==> src/rtl/sr_frame_rx.sv <==
// sr_frame_rx - parametrised serial receive frame shift register.
//
// Collects one frame (data bits, optional parity bit, one or two stop bits)
// from serial_in on each shift_strobe pulse. Once the frame is complete it
// checks parity and framing and hands the data word to the consumer through
// a valid/read handshake. A word that is replaced before it was read raises
// a sticky overrun flag.
//
// Ports:
//   clk           in   system clock, rising edge
//   rst           in   synchronous active-high reset
//   frame_start   in   pulse: start (or restart) a frame
//   shift_strobe  in   pulse: sample serial_in
//   serial_in     in   serial data bit
//   data_read     in   consumer acknowledge of packet_data
//   packet_data   out  last completed data word (DATA_BITS wide)
//   data_valid    out  a word is waiting in packet_data
//   parity_error  out  parity mismatch on the held word
//   framing_error out  a stop bit of the held word was 0
//   overrun_error out  sticky: a word was overwritten unread
//   busy          out  receiver is not idle
module sr_frame_rx #(
  parameter int DATA_BITS  = 8,
  parameter int PARITY_EN  = 0,
  parameter int PARITY_ODD = 0,
  parameter int STOP_BITS  = 1,
  parameter int LSB_FIRST  = 1
) (
  input  logic                 clk,
  input  logic                 rst,
  input  logic                 frame_start,
  input  logic                 shift_strobe,
  input  logic                 serial_in,
  input  logic                 data_read,
  output logic [DATA_BITS-1:0] packet_data,
  output logic                 data_valid,
  output logic                 parity_error,
  output logic                 framing_error,
  output logic                 overrun_error,
  output logic                 busy
);

  localparam int FRAME_BITS = DATA_BITS + PARITY_EN + STOP_BITS;
  localparam int CNT_W      = $clog2(FRAME_BITS + 1);
  localparam int STOP_LSB   = DATA_BITS + PARITY_EN;

  localparam logic [CNT_W-1:0] CNT_LAST_STROBE = CNT_W'(FRAME_BITS - 1);

  localparam logic [1:0] IDLE  = 2'd0;
  localparam logic [1:0] SHIFT = 2'd1;
  localparam logic [1:0] LOAD  = 2'd2;

  logic [1:0]            state;
  logic [1:0]            next_state;
  logic [CNT_W-1:0]      cnt;
  logic [FRAME_BITS-1:0] sr;
  logic [DATA_BITS-1:0]  load_word;
  logic                  load_parity_error;
  logic                  load_framing_error;

  // Parity mismatch of a data word plus its received parity bit.
  function automatic logic calc_parity_error(input logic [DATA_BITS-1:0] data,
                                             input logic                 pbit);
    calc_parity_error = ((^data) ^ pbit) != (PARITY_ODD != 0);
  endfunction

  // Next-state decode; frame_start always (re)enters SHIFT.
  always_comb begin
    next_state = state;
    case (state)
      IDLE: begin
        if (frame_start) next_state = SHIFT;
        else             next_state = IDLE;
      end
      SHIFT: begin
        if (frame_start)                                    next_state = SHIFT;
        else if (shift_strobe && (cnt == CNT_LAST_STROBE))  next_state = LOAD;
        else                                                next_state = SHIFT;
      end
      LOAD: begin
        if (frame_start) next_state = SHIFT;
        else             next_state = IDLE;
      end
      default: next_state = IDLE;
    endcase
  end

  // Word assembly and frame checks from the completed shift register.
  always_comb begin
    load_word = '0;
    for (int i = 0; i < DATA_BITS; i++) begin
      // First received bit sits at sr[0]; MSB-first frames are mirrored.
      if (LSB_FIRST != 0) load_word[i] = sr[i];
      else                load_word[i] = sr[DATA_BITS-1-i];
    end
    if (PARITY_EN != 0) load_parity_error = calc_parity_error(sr[DATA_BITS-1:0], sr[DATA_BITS]);
    else                load_parity_error = 1'b0;
    load_framing_error = ~(&sr[FRAME_BITS-1:STOP_LSB]);
  end

  // State register and busy flag (busy follows the state being entered).
  always_ff @(posedge clk) begin
    if (rst) begin
      state <= IDLE;
      busy  <= 1'b0;
    end else begin
      state <= next_state;
      busy  <= (next_state != IDLE);
    end
  end

  // Bit counter and shift register; new bits enter at the MSB.
  always_ff @(posedge clk) begin
    if (rst) begin
      cnt <= '0;
      sr  <= '0;
    end else begin
      case (state)
        IDLE: begin
          if (frame_start) begin
            cnt <= '0;
            sr  <= '0;
          end else begin
            cnt <= cnt;
            sr  <= sr;
          end
        end
        SHIFT: begin
          // frame_start wins over a coincident strobe
          if (frame_start) begin
            cnt <= '0;
            sr  <= '0;
          end else if (shift_strobe) begin
            cnt <= cnt + CNT_W'(1);
            sr  <= {serial_in, sr[FRAME_BITS-1:1]};
          end else begin
            cnt <= cnt;
            sr  <= sr;
          end
        end
        LOAD: begin
          // Leaves for IDLE or a fresh frame; both start from a clean register.
          cnt <= '0;
          sr  <= '0;
        end
        default: begin
          cnt <= '0;
          sr  <= '0;
        end
      endcase
    end
  end

  // Output word, status flags and the valid/read/overrun handshake.
  always_ff @(posedge clk) begin
    if (rst) begin
      packet_data   <= '0;
      data_valid    <= 1'b0;
      parity_error  <= 1'b0;
      framing_error <= 1'b0;
      overrun_error <= 1'b0;
    end else if (state == LOAD) begin
      packet_data   <= load_word;
      parity_error  <= load_parity_error;
      framing_error <= load_framing_error;
      data_valid    <= 1'b1;
      // A read in the load cycle acknowledges the old word: no overrun,
      // and any earlier overrun is cleared.
      if (data_read)       overrun_error <= 1'b0;
      else if (data_valid) overrun_error <= 1'b1;
      else                 overrun_error <= overrun_error;
    end else if (data_valid && data_read) begin
      data_valid    <= 1'b0;
      overrun_error <= 1'b0;
    end else begin
      data_valid    <= data_valid;
      overrun_error <= overrun_error;
    end
  end

endmodule

==> config.mk <==
export PLATFORM = sky130hd
export DESIGN_NAME = sr_frame_rx
export DESIGN_NICKNAME = d
export VERILOG_FILES = /design/src/rtl/sr_frame_rx.sv
export SDC_FILE = /design/constraint.sdc
export NUM_CORES = 1
export LEC_CHECK = 0
export ABC_AREA = 1
export CAP_MARGIN = 20
export CORE_AREA = 2 2 51 53
export CTS_BUF_LIST = sky130_fd_sc_hd__clkbuf_8
export DETAILED_ROUTE_END_ITERATION = 10
export DIE_AREA = 0 0 53 55
export PLACE_DENSITY_LB_ADDON = 0.15
export SLEW_MARGIN = 20
export SYNTH_ARGS = -nofsm -noshare
export SYNTH_HDL_FRONTEND = slang
export SYNTH_SLANG_ARGS = --single-unit
==> constraint.sdc <==
create_clock -name clk -period 0.9 [get_ports clk]
set_input_delay 0.18 -clock clk [delete_from_list [all_inputs] [get_ports clk]]
set_output_delay 0.18 -clock clk [all_outputs]
set_load 0.01 [all_outputs]
==> flow_summary_export.csv <==
group,metric,value,unit
outcome,run_status,"finished with violations",
outcome,failed_checks,"negative setup slack",
route,drt-total-wl,2400,um
timing,finalSetupViolCount,23,
cells_and_area,ff_latch_area,567,um^2
grt,vias_in_the_first_global_route,867,
clock_tree,clk_root_buffer_cell,"clkbuf_8",
synth,postSynthAreaPerCell,7.69,um^2
cells_and_area,fillers,199,
cells_and_area,antennaDiodeCount,0,
clock_tree,clock_insertion_delay_worst_skew,270,ps
synth,synth_nets,147,
critical_path,critPathMaxFanout,6,
synth,synth.distinct_cells,21,
placement,dpl-instance-area,1380,um^2
timing,final.setup_skew,2.49,ps
timing,min_period_over_period,1.09,
cells_and_area,finalCoreUtilization,0.681,
timing,final_critical_path_setup_slack,-77.6,ps
critical_path,crit_type,"flip-flop to flip-flop",
synth,synthDominantAreaCellType,"dfxtp_1",
grt,global_route.overflow_total,0,
die,die_area,2920,um^2
route,post_drt_wl_per_cell,11.8,um
hold_path,hold_path_class,"input port to flip-flop",
clock_tree,cts_hold_repair.buffers,0,
pwr,power.leakage,0.617,nW
route,vias,1000,
die,core_area,2360,um^2
die,die_w,53,um
synth,post_synth_inst_count,139,
clock_tree,cts_max_path_buffers,2,
grt,grt_util_met2,0.315,
die,floorplan.initialDensity,0.452,
route,detail_route.first_pass.iterations,4,
grt,groute.layer.met3.usage,0.0269,
critical_path,cp-end-kind,"flip-flop",
critical_path,crit_path_start_kind,"flip-flop",
placement,gp_routability_congestion,0.782,
placement,port_buffers,17,
critical_path,worstPathRequired,1120,ps
cells_and_area,final_cell_count_no_fill,204,
timing,finalSetupTns,-921,ps
grt,grt_busiest_layer,"met2",
placement,placement.setup.worst_slack,-441,ps
synth,ys_seq_area_frac,0.506,
grt,grt_util_all_layers,0.181,
synth,synthesis.area,1070,um^2
timing,finalHoldViolations,0,
cells_and_area,nets,183,
synth,ys_seq_elements,27,
pwr,power.density_cell_area,1350,nW/um^2
timing,drv_slew,0,
route,drc,0,
grt,grt.met1_usage,0.221,
die,floorplan.io_pins,19,
route,detail-route-antenna-nets,0,
critical_path,critical_path_arrival,1190,ps
synth,yosys.area.top_type_share,0.506,
placement,dp_hpwl,1570,um
run,max_cap_violations,0,
synth,synth_area_leaders,"dfxtp_1 51%, nand2_1 8.4%, nor2_1 8.1%",
cells_and_area,multi_input_area,546,um^2
clock_tree,cts_tree,"built",
synth,yosysWarningCount,0,
placement,place.detailed.instances,194,
cells_and_area,final_area,1610,um^2
clock_tree,cts.reportedPaths.clkPinSlew,90,ps
grt,antenna_violations_before_repair,0,
cells_and_area,drive_above_1_share,0.431,
clock_tree,cts_buffers,3,
pwr,fin_total_pwr,2.17,mW
clock_tree,tritoncts_num_sinks,27,
grt,pin_count_of_the_biggest_net_entering_global_routing,17,
die,die_h,55,um
route,drt-vias-per-instance,4.90,
clock_tree,htreeDepth,1,
route,detail_route.iter0.violations,7,
timing,final_period_minus_worst_setup_slack,978,ps
die,rows,18,
grt,first_pass_grt_wire_length,3800,um
timing,rsz_0062_raised_after_global_routing,"yes",
timing,hold_slack,444,ps
timing,max_clock_freq,1020,MHz
pwr,vdd_drop_max,0.00106,V
cells_and_area,syn2layout_area_growth,50.7,%
==> cell usage after synthesis, drive strengths merged <==
cell	n
dfxtp	27
nand2	25
nor2	25
a21oi	15
nand3	14
inv	9
o21ai	9
buf	6
ha	2
nand4	2
o21bai	2
and2	1
clkbuf	1
conb	1
==> where the power goes <==
group	internal (mW)	switching [mW]
clock network	0.314	0.382
registers	1.21	0.0214
logic	0.123	0.122
==> routing by layer <==
metal | vias up | wire, um
met2 | 15 | 1150
li1 | 517 | -
met1 | 463 | 1150
met3 | 5 | 70
met5 | - | 0
met4 | 0 | 32
==> flip-flops by register name, summed over array words and instances, names as in the netlist <==
| name | count |
|---|---|
| busy | 1 |
| cnt | 4 |
| data_valid | 1 |
| framing_error | 1 |
| overrun_error | 1 |
| packet_data | 8 |
| sr | 9 |
| state | 2 |
==> worst paths after layout <==
path | from | end | slack [ps] | cells past startpoint
min reg2reg | cnt[2]$_SDFFE_PP0P_ | cnt[2]$_SDFFE_PP0P_ | 470 | 2
max | state[1]$_SDFF_PP0_ | sr[2]$_SDFFE_PP0P_ | -80 | 5
max reg2reg | state[1]$_SDFF_PP0_ | sr[2]$_SDFFE_PP0P_ | -80 | 5
min | frame_start | state[1]$_SDFF_PP0_ | 440 | 4
==> kinds of logic after synthesis <==
| group | Yosys count | share of synthesized area |
|---|---|---|
| AO/OA/AOI/OAI | 26 | 0.126 |
| adder cells (fa/ha/maj) | 2 | 0.0234 |
| buffers and inverters | 16 | 0.0702 |
| flip-flops | 27 | 0.506 |
| other | 1 | 0.00351 |
| AND/OR/NAND/NOR | 67 | 0.271 |
==> cell usage in the layout (no fill, tap or decap) <==
master and n:
a21oi_1 7, a21oi_2 8, and2_1 1, buf_12 2, buf_4 14, buf_6 16, clkbuf_8 3, clkdlybuf4s50_1 3
clkinvlp_4 1, conb_1 1, dfxtp_1 10, dfxtp_2 15, dfxtp_4 2, dlygate4sd2_1 2, ha_1 2, inv_1 5
inv_2 2, inv_4 2, nand2_1 22, nand2_4 2, nand2_8 1, nand3_1 14, nand4_1 2, nor2_1 21
nor2_2 1, nor2_4 4, o21ai_0 3, o21ai_1 4, o21ai_2 2, o21bai_1 2
==> layout make-up <==
class | count | area share
multi-input cells | 97 | 0.339
well taps | 30 | 0.0233
clock inverters | 1 | 0.00466
repair buffers | 37 | 0.232
flip-flops and latches | 27 | 0.352
clock buffers | 3 | 0.0256
inverters | 9 | 0.0241
==> worst max-delay path, cell delays in order, from the launching register on <==
cell and delay, ps:
dfxtp_4 380, inv_4 70, nand2_4 70, nor2_4 180, nand2_1 100, a21oi_2 120
==> timing repair <==
item                                    4_1_cts  5_1_grt
resized for setup                           100       16
endpoints found under the setup margin       38       38
gates cloned                                  3        0
setup buffers                                 0        3
endpoints found under the hold margin         0        0
pin swaps                                    10        9
(Power assumes the default switching activity.)
